--- src/rtl/serial_adder_pkg.sv ---
// Shared definitions for the bit-serial adder.
//   state_e    : controller states (IDLE -> RUN -> DONE -> IDLE)
//   cnt_width(): bit-count register width for a given operand width
package serial_adder_pkg;

  typedef enum logic [1:0] {
    IDLE = 2'd0,
    RUN  = 2'd1,
    DONE = 2'd2
  } state_e;

  // At least one bit wide, so that WIDTH=1 still has a legal counter.
  function automatic int unsigned cnt_width(input int unsigned w);
    return (w > 1) ? $clog2(w) : 1;
  endfunction

endpackage

--- src/rtl/structuralFullAdder.sv ---
// Single-bit full adder, built from gate-level terms.
//   a, b, carryin : addend bits and incoming carry
//   sum           : a ^ b ^ carryin
//   carryout      : majority(a, b, carryin)
module structuralFullAdder (
  output logic sum,
  output logic carryout,
  input  logic a,
  input  logic b,
  input  logic carryin
);

  logic ab_x;
  logic ab_and;
  logic xc_and;

  assign ab_x     = a ^ b;
  assign ab_and   = a & b;
  assign xc_and   = ab_x & carryin;
  assign sum      = ab_x ^ carryin;
  assign carryout = ab_and | xc_and;

endmodule

--- src/rtl/serial_adder.sv ---
// Bit-serial WIDTH-bit adder: one full-adder cell plus a carry flop,
// one operand bit per clock, LSB first.
//   clk       : clock, rising edge
//   resetn    : synchronous active-low reset
//   start     : request, only sampled in IDLE
//   a, b      : operands, captured on accepted start
//   carryin   : initial carry, captured on accepted start
//   busy      : high in RUN and DONE
//   done      : one-cycle pulse, result valid
//   sum       : result, held until the next completion
//   carryout  : final carry, held like sum
module serial_adder
  import serial_adder_pkg::*;
#(
  parameter int unsigned WIDTH = 8
) (
  input  logic             clk,
  input  logic             resetn,
  input  logic             start,
  input  logic [WIDTH-1:0] a,
  input  logic [WIDTH-1:0] b,
  input  logic             carryin,
  output logic             busy,
  output logic             done,
  output logic [WIDTH-1:0] sum,
  output logic             carryout
);

  localparam int unsigned   CW   = cnt_width(WIDTH);
  localparam logic [CW-1:0] LAST = CW'(WIDTH - 1);

  state_e           state_q, state_d;
  logic [WIDTH-1:0] a_sh_q, a_sh_d;
  logic [WIDTH-1:0] b_sh_q, b_sh_d;
  logic [WIDTH-1:0] s_sh_q, s_sh_d;
  logic             c_q, c_d;
  logic [CW-1:0]    cnt_q, cnt_d;
  logic [WIDTH-1:0] sum_q, sum_d;
  logic             co_q, co_d;

  logic             fa_sum;
  logic             fa_co;
  logic [WIDTH-1:0] s_next;

  structuralFullAdder u_fa (
    .sum      (fa_sum),
    .carryout (fa_co),
    .a        (a_sh_q[0]),
    .b        (b_sh_q[0]),
    .carryin  (c_q)
  );

  // New bit enters at the MSB; shifting the concatenation keeps this
  // expression legal for WIDTH=1, where it reduces to just fa_sum.
  assign s_next = WIDTH'({fa_sum, s_sh_q} >> 1);

  always_comb begin
    state_d = state_q;
    a_sh_d  = a_sh_q;
    b_sh_d  = b_sh_q;
    s_sh_d  = s_sh_q;
    c_d     = c_q;
    cnt_d   = cnt_q;
    sum_d   = sum_q;
    co_d    = co_q;
    unique case (state_q)
      IDLE: begin
        if (start) begin
          a_sh_d  = a;
          b_sh_d  = b;
          c_d     = carryin;
          cnt_d   = '0;
          s_sh_d  = '0;
          state_d = RUN;
        end
      end
      RUN: begin
        a_sh_d = a_sh_q >> 1;
        b_sh_d = b_sh_q >> 1;
        c_d    = fa_co;
        s_sh_d = s_next;
        cnt_d  = cnt_q + CW'(1);
        if (cnt_q == LAST) begin
          sum_d   = s_next;
          co_d    = fa_co;
          state_d = DONE;
        end
      end
      DONE:    state_d = IDLE;
      default: state_d = IDLE;
    endcase
  end

  always_ff @(posedge clk) begin
    if (!resetn) begin
      state_q <= IDLE;
      a_sh_q  <= '0;
      b_sh_q  <= '0;
      s_sh_q  <= '0;
      c_q     <= 1'b0;
      cnt_q   <= '0;
      sum_q   <= '0;
      co_q    <= 1'b0;
    end else begin
      state_q <= state_d;
      a_sh_q  <= a_sh_d;
      b_sh_q  <= b_sh_d;
      s_sh_q  <= s_sh_d;
      c_q     <= c_d;
      cnt_q   <= cnt_d;
      sum_q   <= sum_d;
      co_q    <= co_d;
    end
  end

  assign busy     = (state_q == RUN) || (state_q == DONE);
  assign done     = (state_q == DONE);
  assign sum      = sum_q;
  assign carryout = co_q;

endmodule
--- config.mk ---
export PLATFORM = sky130hd
export DESIGN_NAME = serial_adder
export DESIGN_NICKNAME = d
export VERILOG_FILES = /design/src/rtl/serial_adder_pkg.sv /design/src/rtl/structuralFullAdder.sv /design/src/rtl/serial_adder.sv
export SDC_FILE = /design/constraint.sdc
export NUM_CORES = 1
export LEC_CHECK = 0
export CORE_ASPECT_RATIO = 1.2
export CORE_MARGIN = 3
export CORE_UTILIZATION = 32
export CTS_BUF_LIST = sky130_fd_sc_hd__clkbuf_16
export DETAILED_ROUTE_END_ITERATION = 10
export PLACE_DENSITY = 0.57
export SYNTH_ARGS = -nofsm -noshare
export SYNTH_HDL_FRONTEND = slang
export SYNTH_SLANG_ARGS = --single-unit
--- constraint.sdc ---
create_clock -name clk -period 4.2 [get_ports clk]
set_clock_uncertainty 0.2 [all_clocks]
set_input_delay 0.63 -clock clk [delete_from_list [all_inputs] [get_ports clk]]
set_output_delay 0.63 -clock clk [all_outputs]
set_load 0.01 [all_outputs]
---- Word-level counts from Yosys, hierarchy flattened ----
Index checks and enable logic that the tools add are counted.
storage, ports and cells
  bits in registers ....................... 39
  latch bits .............................. 0
  memory bits (writable) .................. 0
  memory bits (read-only) ................. 0
  output and inout port bits .............. 11
  word-level logic and storage cells ...... 38
  memories kept ........................... 0
cells by class
  add/sub/neg operators ................... 1
  multiply operators ...................... 0
  divide/modulo/power cells ............... 0
  magnitude comparators ................... 0
  equality and inequality tests ........... 5
  shifts and indexed selects .............. 0
  mux-type cells .......................... 13
  bitwise operators ....................... 5
  reduce and logical (&&, ||, !) cells .... 6
operators by type and width
  cell                   number
  $pmux W8 S2            3
  $mux W8                3
  $pmux W3 S2            1
  $reduce_and A2 Y1      3
  $mux W2                2
  $ne A2 B2 Y1 const B   2
  $pmux W2 S2            1
  $add A3 B1 Y3 const B  1
  $eq A3 B3 Y1 const B   1
  $mux W3                1
  $and A1 B1 Y1          2
  $eq A2 B1 Y1 const B   1
  $eq A2 B2 Y1 const B   1
  $logic_not A2 Y1       1
  $pmux W1 S2            1
  $reduce_bool A2 Y1     1
  $xor A1 B1 Y1          2
  $logic_or A1 B1 Y1     1
  $mux W1                1
  $or A1 B1 Y1           1

---- Longest topological paths before layout ----
Gate-level depths: netlist of the first run.
  depth in word-level cells ............... 4
  mapped depth ............................ 7
  gate-level depth less buffers ........... 5

---- By module ----
Synthesis of the first run repeated with hierarchy kept, for this count alone.
unflattened totals
  cell total of the unflattened synthesis .. 171
  area, all modules ....................... 1730.4 µm²
modules (own cells, without submodules)
  module               instances  cells each  area an instance (µm²)
  serial_adder         1          170         1710.4
  structuralFullAdder  1          1           20.0

---- Worst setup path after synthesis of the first run ----
Ideal clock, no wire load.
  path kind ............................... register -> register
  start ................................... register state_q[1]
  end ..................................... register a_sh_q[5]
  setup time .............................. 0.116 ns
  data arrival time ....................... 1.296 ns
  data required time ...................... 3.884 ns
  setup slack ............................. 2.588 ns
  cell stages (with the launch flop) ...... 7
  path buffers ............................ 2
  clock period less this slack ............ 1.612 ns
  cell sequence ........................... dfxtp_1 -> inv_1 -> ha_1 -> buf_6 -> mux2_4 -> buf_6 -> o211a_1
between the ends
  cells in the longest elaborated chain, start to end .. 3
  elaborated cells between the ends (all ways) .. 6
  classes of those cells .................. eq/ne (2); mux (1); reduce/logical (3)
ends and longest elaborated chain
  what                                                                 RTL line             source
  start: declaration                                                   serial_adder.sv:32   state_e state_q, state_d;
  start signal: assignment                                             serial_adder.sv:105  state_q <= state_d;
  $eq A2 B1 Y1 / $logic_not A2 Y1 (equally long branches)              serial_adder.sv:66   unique case (state_q)
  $reduce_bool A2 Y1 (no line) / $ne A2 B2 Y1 (equally long branches)  -
  $reduce_and A2 Y1 (no line)                                          -
  end signal: assignment                                               serial_adder.sv:106  a_sh_q <= a_sh_d;
  end: declaration                                                     serial_adder.sv:33   logic [WIDTH-1:0] a_sh_q, a_sh_d;
Several ways; a longest one is shown, not always the timed one.
A chain may end at the register's enable or synchronous reset.

---- Final worst setup path of the first run ----
  start ................................... register state_q[1]
  end ..................................... register s_sh_q[1]
between the ends
  cells in the longest elaborated chain, start to end .. 3
  elaborated cells between the ends (all ways) .. 6
  classes of those cells .................. eq/ne (2); mux (1); reduce/logical (3)
ends and longest elaborated chain
  what                                                                 RTL line             source
  $eq A2 B1 Y1 / $logic_not A2 Y1 (equally long branches)              serial_adder.sv:66
  $reduce_bool A2 Y1 (no line) / $ne A2 B2 Y1 (equally long branches)  -
  $reduce_and A2 Y1 (no line)                                          -
  end signal: assignment                                               serial_adder.sv:108  s_sh_q <= s_sh_d;
  end: declaration                                                     serial_adder.sv:35   logic [WIDTH-1:0] s_sh_q, s_sh_d;
Several ways; a longest one is shown, not always the timed one.

==> results.toml, run 1 <==
[global_route]
gr-total-overflow = 0
busiest_layer = "met2"
grt_start_max_net_pins = 39
antenna_found_initial = 0
grt_pass1_vias = 1307
grt_pass1_wl_um = 5710
grt.met1_usage_pct = 12.6
grt_use_met3_pct = 4.18
use_met2_pct = 19.8
grtUsageTotal_pct = 11.5

[flow_run]
cap_violations = 0

[min_path]
min_from = "a_sh_q[7]"
whs_path_depth = 2
hp-class = "flip-flop to flip-flop"
hold_end = "a_sh_q[7]"

[yosys]
ys_ff_latch = 38
yosysWarnings = 0
synth-seq-area-share_pct = 44.0
synth_area_mm2 = 0.00173
synth_cell_types = 24
synth_cells = 171
syn_nets = 197
avgSynthCellArea_um2 = 10.1

[critical_path]
critPathMaxStageDelay_ns = 0.76
reg2regPathDepth = 5
cp_max_fo = 19
crit_chain = "inv_1, ha_1, mux2i_1, a32oi_1, nor2b_1"
cp.required_ns = 4.16
start_kind = "flip-flop"
r2r_slack_ns = 1.75
timing.critical_path.buf_inv = 1
r2r_start = "state_q[1]"
path_class = "flip-flop to flip-flop"
arrival_ns = 2.42
cpLargestDelayFamily = "adder cells"
r2r-end = "s_sh_q[1]"
slowest_stage = "ha_1"
setup.worst_path.end_class = "flip-flop"

[final_layout]
seq_area_um2 = 761
layout_commonest_cell = "dfxtp_1"
syn_to_final_growth_pct = 24.0
drive_above_1_share_pct = 4.62
multi_input_area_um2 = 853
most-common-layout-cells = "dfxtp_1 (38), clkdlybuf4s50_1 (30), nand2_1 (27)"
antenna_cells = 0
final_net_count = 220
fill_cells = 491

[sta]
finalCritPeriodShare_pct = 58.4
tightest_slew_ns = 1.16
post-route-min-period_ns = 2.45
finalSetupTns_ns = 0
rsz0062_at_grt = "no"
finalHoldViolations = 0
max_freq_mhz = 408
slew_viol_final = 0
setup_ws_ns = 1.75
slew_headroom_pct = 22.8
setup_violations = 0

[placed_design]
place_hpwl_um = 2220
pre_cts_slack_ns = 1.69
port_buffers = 30
globalplace.congestion = 0.633

[pwr]
p_leak_nw = 0.911
cellPowerDensity_mw_per_mm2 = 401
vdd_ir_drop_max_uv = 161

[clock_tree]
cts_buffers = 5
postCtsHoldBufs = 0
root_buffer = "clkbuf_16"
clock_sinks = 38
htreeDepth = 2
cts_tree = "built"
path_clk_slew_ns = 0.05
clock_latency_ns = 0.27
post_cts_buffers = 0
clockBufferDepth = 2
post_cts_resized = 0

[die]
dieArea_mm2 = 0.00633
placementRows = 28
coreArea_mm2 = 0.00508
fp.dieW_um = 73.1
initial_utilization_pct = 34.1
ioPinCount = 31
die_h_um = 86.6

[detailed_routing]
drc = 0
vias = 1262
initialDrtViolationCount = 104
wl_per_cell_um = 12.4
dr.pass1.iters = 4
routed_wl_um = 3170
ant_nets = 0
via_per_inst = 4.95

[status]
status = "finished clean"
==> through the flow <==
stage          cells  utilization (%)  power (W)  area, um2  hold WS [ns]
2_1_floorplan    171                -   0.000499       1730         0.230
3_3_place_gp     247             39.5   0.000521       2010         0.243
3_5_place_dp     247             39.5   0.000525       2010         0.245
4_1_cts          255             42.2   0.000878       2150         0.252
5_1_grt          255             42.2   0.000906       2150         0.278
6_report         255             42.2   0.000861       2150         0.249
==> synthesized netlist by cell type <==
library cell / n / area share, %
clkbuf_1: 4 / 0.87
nand2_1: 27 / 5.9
fa_1: 1 / 1.2
a32oi_1: 9 / 4.6
mux2_4: 1 / 0.87
buf_4: 2 / 0.87
buf_2: 3 / 0.87
buf_6: 5 / 3.3
nand2_2: 1 / 0.36
a21boi_0: 9 / 3.9
ha_1: 5 / 3.6
o211a_1: 16 / 9.3
nand2b_1: 1 / 0.36
nor2b_1: 10 / 3.6
inv_1: 3 / 0.65
dfxtp_1: 38 / 44
nor3b_1: 1 / 0.43
o21ai_0: 1 / 0.29
a21oi_1: 2 / 0.58
mux2i_1: 16 / 9.3
a21boi_1: 3 / 1.3
buf_1: 1 / 0.22
nand3b_1: 3 / 1.3
nand3_1: 9 / 2.6
==> tightest hold or removal path, stage by stage (launching register included) <==
cell and delay [ns]:
dfxtp_1 0.30, nand2_1 0.05, a21boi_1 0.05
==> per-layer routing <==
layer / part of all wire [%] / vias to the layer above
li1: - / 651
met1: 43 / 581
met2: 51 / 24
met3: 4.7 / 6
met4: 1.6 / 0
met5: 0 / -
==> logic make-up (layout without fill, tap and decap cells) <==
kind of cell,after synthesis,after routing,share of synthesized area (%)
simple gates,52,52,14.5
compound gates,40,40,19.9
flops,38,38,44.0
buf+inv,18,42,6.72
mux,17,17,10.1
fa+ha+maj,6,6,4.77
==> power by group <==
part           total [W]  internal [W]  switching [W]
combinational   0.000121     0.0000613      0.0000596
clock           0.000346      0.000214       0.000132
sequential      0.000394      0.000382      0.0000120
total           0.000861      0.000657       0.000204
==> area by class of cell <==
type	instances	area share, %
multi-input combinational	115	39.8
sequential	38	35.5
clock buffer	5	5.83
clock inverter	3	0.583
tap	60	3.50
timing repair buffer	31	14.3
inverter	3	0.525
==> registers in the layout (all words and copies together) (netlist names) <==
name and flops:
c_q 1, a_sh_q 8, b_sh_q 8, cnt_q 3, sum 8, carryout 1, s_sh_q 7, state_q 2
==> how the worst max path moves through the flow <==
stage,startpoint,end,slack (ns),cells after the start
after CTS,state_q[1],s_sh_q[1],1.69,5
after floorplan,state_q[1],a_sh_q[5],2.59,6
after global placement,start,b_sh_q[7],1.77,4
after detailed placement,state_q[1],cnt_q[1],1.69,5
after global routing,state_q[1],s_sh_q[1],1.52,5
final,state_q[1],s_sh_q[1],1.75,5
Power figures use the tool's default switching activity.
==> inputs of run 2 (changes only) <==
PLACE_DENSITY = 0.59   (was 0.57)
clock period = 2.2 ns   (was 4.2 ns; I/O delays follow)
==> run 2 against run 1 <==
  * Total power grew 110%
  * Cell count increased by 1.2%
  * Cell area is 2.3% higher
  * Global-route usage rose by 0.30 points
  * Critical endpoint is now busy
  * Highest routed layer unchanged
==> results.toml, run 2 (synthesized netlist as in run 1, its figures left out) <==
[status]
status = "finished clean"

[sta]
finalHoldViolations = 0
rsz0062_at_grt = "no"
setup_violations = 0
post-route-min-period_ns = 2.04
tightest_slew_ns = 0.445
finalCritPeriodShare_pct = 92.6
slew_viol_final = 0
finalSetupTns_ns = 0
max_freq_mhz = 491
slew_headroom_pct = 70.3

[die]
placementRows = 28
die_h_um = 86.6
fp.dieW_um = 73.1
dieArea_mm2 = 0.00633
initial_utilization_pct = 34.1
ioPinCount = 31
coreArea_mm2 = 0.00508

[final_layout]
fin_area_mm2 = 0.00220
syn_to_final_growth_pct = 26.9
post-route-util_pct = 43.2
final_net_count = 223
layout_commonest_cell = "dfxtp_1"
most-common-layout-cells = "dfxtp_1 (38), clkdlybuf4s50_1 (30), nand2_1 (27)"
drive_above_1_share_pct = 7.07
fill_cells = 526
antenna_cells = 0

[critical_path]
cpLargestDelayFamily = "buffers and inverters"
setup.worst_path.end_class = "primary output"
slowest_stage = "clkdlybuf4s50_1"
arrival_ns = 1.51
crit_chain = "inv_1, ha_1, clkdlybuf4s50_1"
critPathMaxStageDelay_ns = 0.53
start_kind = "flip-flop"
timing.critical_path.buf_inv = 2
path_class = "flip-flop to primary output"
cp_max_fo = 3
cp.required_ns = 1.67

[detailed_routing]
initialDrtViolationCount = 71
vias = 1325
wl_per_cell_um = 12.5
routed_wl_um = 3210
via_per_inst = 5.14
ant_nets = 0
drc = 0
dr.pass1.iters = 4

[global_route]
grt_pass1_wl_um = 5960
gr-total-overflow = 0
grtUsageTotal_pct = 11.8
antenna_found_initial = 0
grt_start_max_net_pins = 39
grt_pass1_vias = 1335

[clock_tree]
htreeDepth = 2
clock_sinks = 38
cts_tree = "built"
clock_latency_ns = 0.28
post_cts_buffers = 0
clockBufferDepth = 2
post_cts_resized = 0
path_clk_slew_ns = 0.06
root_buffer = "clkbuf_16"
cts_buffers = 5
postCtsHoldBufs = 0

[placed_design]
place_hpwl_um = 2150
placed_area_mm2 = 0.00203
globalplace.congestion = 0.677
port_buffers = 30

[flow_run]
cap_violations = 0

[min_path]
hp-class = "flip-flop to flip-flop"

[pwr]
power_w = 0.00178
vdd_ir_drop_max_uv = 474
p_leak_nw = 0.937
cellPowerDensity_mw_per_mm2 = 810
## run 2: changes by cell type in the layout (fill, tap and decap cells not counted), sizes merged
| cell | delta |
|---|---|
| bufinv | +1 |
| buf | +3 |
| inv | -1 |
## run 2: tightest hold or removal path, delay by kind of cell, from the launching register on
family	cells	cell delay (ns)
flops	1	0.31
simple gates	1	0.05
compound gates	1	0.05
## run 2: area by class of cell
cell class                 count  area (um2)  area share (%)
sequential                    38         761            34.6
multi-input combinational    115         853            38.9
tap                           60        75.1            3.42
timing repair buffer          34         330            15.0
inverter                       3        11.3           0.513
clock inverter                 3        40.0            1.82
clock buffer                   5         125            5.70
## run 2: final timing paths
| kind | slack (ns) | cells after the start | end | startpoint |
|---|---|---|---|---|
| worst min register to register | 0.25 | 2 | a_sh_q[7] | a_sh_q[7] |
| worst max-delay path | 0.16 | 3 | busy | state_q[1] |
| worst max register to register | 0.41 | 6 | a_sh_q[0] | state_q[1] |
| worst min-delay path | 0.25 | 2 | a_sh_q[7] | a_sh_q[7] |
## run 2: power breakdown
group / leakage [nW] / switching (W) / internal [W] / total, W
logic: 0.543 / 0.000115 / 0.000121 / 0.000236
clock network: 0.0836 / 0.000262 / 0.000530 / 0.000792
registers: 0.310 / 0.0000221 / 0.000729 / 0.000751
total: 0.937 / 0.000399 / 0.00138 / 0.00178
## run 2: per-layer routing
| metal | vias to the layer above | global-route usage [%] | wire length, um |
|---|---|---|---|
| met5 | - | 0 | 0 |
| met4 | 0 | 3.52 | 47 |
| met3 | 6 | 3.83 | 146 |
| met2 | 25 | 19.7 | 1580 |
| met1 | 635 | 14.2 | 1440 |
| li1 | 659 | - | - |
## run 2: per-stage QoR
stage	instances	setup slack (ns)	hold slack, ns
floorplan	171	0.588	0.230
global placement	250	0.372	0.238
detailed placement	250	0.369	0.243
CTS	258	0.130	0.251
global route	258	0.0719	0.270
finish	258	0.164	0.249
==> inputs of run 3 (changes only) <==
PLACE_DENSITY = 0.63   (was 0.59)
==> run 3 against run 2 <==
  * Critical endpoint unchanged
  * Sequential power hardly changed
  * Hold slack improved by 0.0013 ns
  * Cell area increased by 1.3%
  * First-iteration DRC count fell by 1.4%
  * Sequential share of layout area fell by 0.45 points
  * Largest cell class unchanged
  * Total power grew 7.7%
  * Cell count is the same
  * Setup slack worse by 0.014 ns
==> results.toml, run 3 (synthesized netlist as in run 1, its figures left out) <==
[die]
dieArea_mm2 = 0.00633
fp.dieW_um = 73.1
placementRows = 28
initial_utilization_pct = 34.1
coreArea_mm2 = 0.00508
ioPinCount = 31
die_h_um = 86.6

[clock_tree]
path_clk_slew_ns = 0.06
clockBufferDepth = 2
cts_buffers = 5
cts_tree = "built"
htreeDepth = 2
postCtsHoldBufs = 0
clock_sinks = 38
post_cts_resized = 0
root_buffer = "clkbuf_16"
post_cts_buffers = 0
clock_latency_ns = 0.28

[final_layout]
fill_cells = 493
most-common-layout-cells = "dfxtp_1 (38), clkdlybuf4s50_1 (30), nand2_1 (27)"
antenna_cells = 0
syn_to_final_growth_pct = 28.6
final_net_count = 223
multi_input_area_um2 = 853
drive_above_1_share_pct = 7.07
layout_commonest_cell = "dfxtp_1"
seq_area_um2 = 761

[detailed_routing]
dr.pass1.iters = 6
met2WireLength_um = 1540
ant_nets = 0
drc = 0
routed_wl_um = 3200
wl_per_cell_um = 12.4
met3_length_um = 158
initialDrtViolationCount = 70
drt-met1-wl_um = 1460
top_layer_used = "met4"
vias = 1289
via_per_inst = 5.00

[sta]
slew_headroom_pct = 71.6
max_freq_mhz = 488
finalHoldViolations = 0
finalCritPeriodShare_pct = 93.2
post-route-min-period_ns = 2.05
slew_viol_final = 0
rsz0062_at_grt = "no"
setup_violations = 0
finalSetupTns_ns = 0
tightest_slew_ns = 0.425

[placed_design]
globalplace.congestion = 0.693
place_hpwl_um = 2120
port_buffers = 30

[global_route]
grt_start_max_net_pins = 39
grt_pass1_wl_um = 5650
grt_pass1_vias = 1262
gr-total-overflow = 0
antenna_found_initial = 0
grtUsageTotal_pct = 11.5

[pwr]
p_leak_nw = 0.948
p_int_w = 0.00150
p_seq_share_pct = 39.2
cellPowerDensity_mw_per_mm2 = 861
comb_power_share_pct = 12.3
vdd_ir_drop_max_uv = 491
switching_share_pct = 21.7
p_switching_w = 0.000415
power_w = 0.00192
p_clk_share_pct = 48.5

[status]
status = "finished clean"

[critical_path]
cp_max_fo = 3
setup.worst_path.end_class = "primary output"
start_kind = "flip-flop"
cp.required_ns = 1.67
arrival_ns = 1.52
path_class = "flip-flop to primary output"

[flow_run]
cap_violations = 0

[min_path]
hp-class = "flip-flop to flip-flop"
-- run 3: area by class of cell --
class | instances | area share, %
Sequential cell | 38 | 34.2
Tap cell | 60 | 3.37
Clock buffer | 5 | 5.62
Inverter | 3 | 0.506
Timing Repair Buffer | 34 | 14.8
Multi-Input combinational cell | 115 | 38.4
Clock inverter | 3 | 3.09
-- run 3: worst max-delay path, cell delays in order (launching register included) --
cell,delay [ns]
dfxtp_1,0.37
inv_1,0.08
ha_1,0.27
clkdlybuf4s50_1,0.53
-- run 3: power groups by stage --
stage	registers, W	clock network, W	logic, W
4_1_cts	0.000752	0.000953	0.000239
2_1_floorplan	0.000760	0	0.000191
3_3_place_gp	0.000765	0	0.000237
5_1_grt	0.000756	0.000985	0.000265
3_5_place_dp	0.000767	0	0.000238
6_report	0.000751	0.000928	0.000235
-- run 3: per-stage QoR --
| step | instance area (um2) | util, % | cells | setup slack, ns | hold slack [ns] |
|---|---|---|---|---|---|
| 3_3_place_gp | 2030 | 40.0 | 250 | 0.423 | 0.240 |
| 3_5_place_dp | 2030 | 40.0 | 250 | 0.406 | 0.248 |
| 2_1_floorplan | 1730 | - | 171 | 0.588 | 0.230 |
| 5_1_grt | 2220 | 43.8 | 258 | 0.0638 | 0.281 |
| 4_1_cts | 2220 | 43.8 | 258 | 0.127 | 0.253 |
| 6_report | 2220 | 43.8 | 258 | 0.150 | 0.250 |
-- run 3: path summary, 6_finish.rpt --
check / start / endpoint / slack, ns / cells after the start
worst max-delay path: state_q[1] / busy / 0.15 / 3
worst min-delay path: b_sh_q[7] / b_sh_q[7] / 0.25 / 2
worst max register to register: state_q[1] / b_sh_q[5] / 0.46 / 4
worst min register to register: b_sh_q[7] / b_sh_q[7] / 0.25 / 2
-- run 3: metal layers --
| metal | vias to the layer above | track usage [%] |
|---|---|---|
| li1 | 661 | - |
| met1 | 600 | 13.9 |
| met2 | 24 | 18.3 |
| met3 | 4 | 4.41 |
| met4 | 0 | 4.53 |
| met5 | - | 0 |
==> patch (flow settings as in run 1) <==
Reset style: asynchronous (`resetn`), changed in one clocked block. Comments in the files are not updated.
--- a/src/rtl/serial_adder.sv
+++ b/src/rtl/serial_adder.sv
@@ -93,3 +93,3 @@
 
-  always_ff @(posedge clk) begin
+  always_ff @(posedge clk or negedge resetn) begin
     if (!resetn) begin
Check against the original RTL: differs if resetn is asserted again (counterexample within 4 cycles, from zero or initial values and one cycle with resetn low); with resetn held inactive, the same outputs for 10 cycles.
==> patch against run 1 <==
- sequential cell count is the same
- area after synthesis grew 5.4%
- routed wire length grew 19%
- critical path depth is the same
- worst setup slack lost 0.17 ns
- design area grew 5.1%
- sequential share of layout area grew 6.7 points
Power is not compared: it rests on default switching activity, and its combinational part moved more than twofold at a synthesized area within 25%.
==> patch: results (changes against run 1) <==
| Metric | Value |
|---|---|
| DRT Wirelength | `3790 um (+19%)` |
| Metal-1 WL | `1750 um (+30%)` |
| First-pass GRT wire length | `6270 um (+9.9%)` |
| Vias | `1330 (+5.4%)` |
| DRT iter0 DRCs | `85 (-18%)` |
| Commonest cells in the netlist | `38 x dfrtp_1, 10 x mux2_2, 10 x nor2_1` |
| Vias in the first global route | `1338 (+2.4%)` |
| GPL Wtd Cong | `0.786 (+24%)` |
| Layout cell share with drive strength beyond 1 | `15.8% (+11 points)` |
| Dpl cells | `237 (-4.0%)` |
| Post-synthesis async set-or-reset flop share | `100% (+100 points)` |
| #MultiIn Comb | `99 (-14%)` |
| Wire length on met3 | `187 um (+25%)` |
| Fill count | `516 (+5.1%)` |
| Status | `finished clean` |
| Library cells used by synthesis | `31 (+29%)` |
| Nets@finish | `208 (-5.5%)` |
| Post-Syn Nets | `182 (-7.6%)` |
| Post-placement cell area | `0.00212 mm^2 (+5.5%)` |
| Post-Syn Instances | `156 (-8.8%)` |
| Worst relative slew slack | `44.0% (+21 points)` |
| NonClk Buf Share | `13.7% (-0.69 points)` |
| Pre-Repair DR Iteration Count | `4 (unchanged)` |
| Crit-path max FO | `23 (+4)` |
| Met2 Track Usage GR | `19.1% (-0.68 points)` |
| Multi-input combinational area share | `33.5% (-6.2 points)` |
| Total Routing Usage GR | `12.5% (+1.0 points)` |
| Non-filler cells in the finished layout | `245 (-3.9%)` |
| Worst EP arrival | `2.64 ns (+0.22 ns)` |
| Synth area leaders | `dfrtp_1 52%, mux2_2 6.2%, a22o_1 4.3%, a211oi_2 3.4%, ha_1 3.4%` |
| Setup WS pre-CTS | `1.39 ns (-0.296 ns)` |
| Sequential cell area | `951 um^2 (+25%)` |
| DR WL met2 | `1770 um (+9.5%)` |
| Met3 Use GR | `3.64% (-0.54 points)` |
## patch: changes by cell type in the layout (fill, tap and decap cells not counted), moves of 10 or more
cell / delta
o211a_1: -16
mux2i_1: -16
nor2_1: +10
mux2_2: +10
nand2_1: -23
dfxtp_1: -38
nor2b_1: -10
dfrtp_1: +38
## patch: stage by stage
stage	hold WS (ns)	util (%)
final	0.299	41.7
after global routing	0.317	41.7
after CTS	0.302	41.7
after detailed placement	0.290	39.2
after global placement	0.287	39.2
after floorplan	0.134	-
## patch: power by group through the flow
| stage | combinational, mW | clock, mW | sequential, mW |
|---|---|---|---|
| after floorplan | 0.504 | 0 | 0.585 |
| after global placement | 0.603 | 0 | 0.596 |
| after detailed placement | 0.625 | 0 | 0.601 |
| after CTS | 0.627 | 0.361 | 0.596 |
| after global routing | 0.687 | 0.379 | 0.614 |
| final | 0.617 | 0.352 | 0.595 |
## patch: critical path, stage by stage, from the launching register on
cell and delay (ns):
dfrtp_1 0.40, inv_1 0.09, ha_1 0.71, nand2b_1 0.56, o21ai_2 0.37, mux2_2 0.24
## patch: path summary, 6_finish.rpt
kind,start,endpoint,slack (ns),depth (start not counted)
worst max register to register,state_q[0],cnt_q[0],1.58,5
worst min-delay path,sum[4],sum[4],0.30,1
min in group asynchronous,resetn,sum[6],0.58,2
worst max-delay path,state_q[0],cnt_q[0],1.58,5
max in group asynchronous,resetn,a_sh_q[3],2.88,2
worst min register to register,sum[4],sum[4],0.30,1
## patch: cells by family after synthesis
| kind of cell | count (synthesis) | synth area share, % |
|---|---|---|
| flip-flops | 38 | 52.2 |
| multiplexers | 10 | 6.18 |
| AND/OR/NAND/NOR | 40 | 11.3 |
| adder cells (fa/ha/maj) | 6 | 4.53 |
| buffers and inverters | 19 | 6.38 |
| AO/OA/AOI/OAI | 43 | 19.4 |
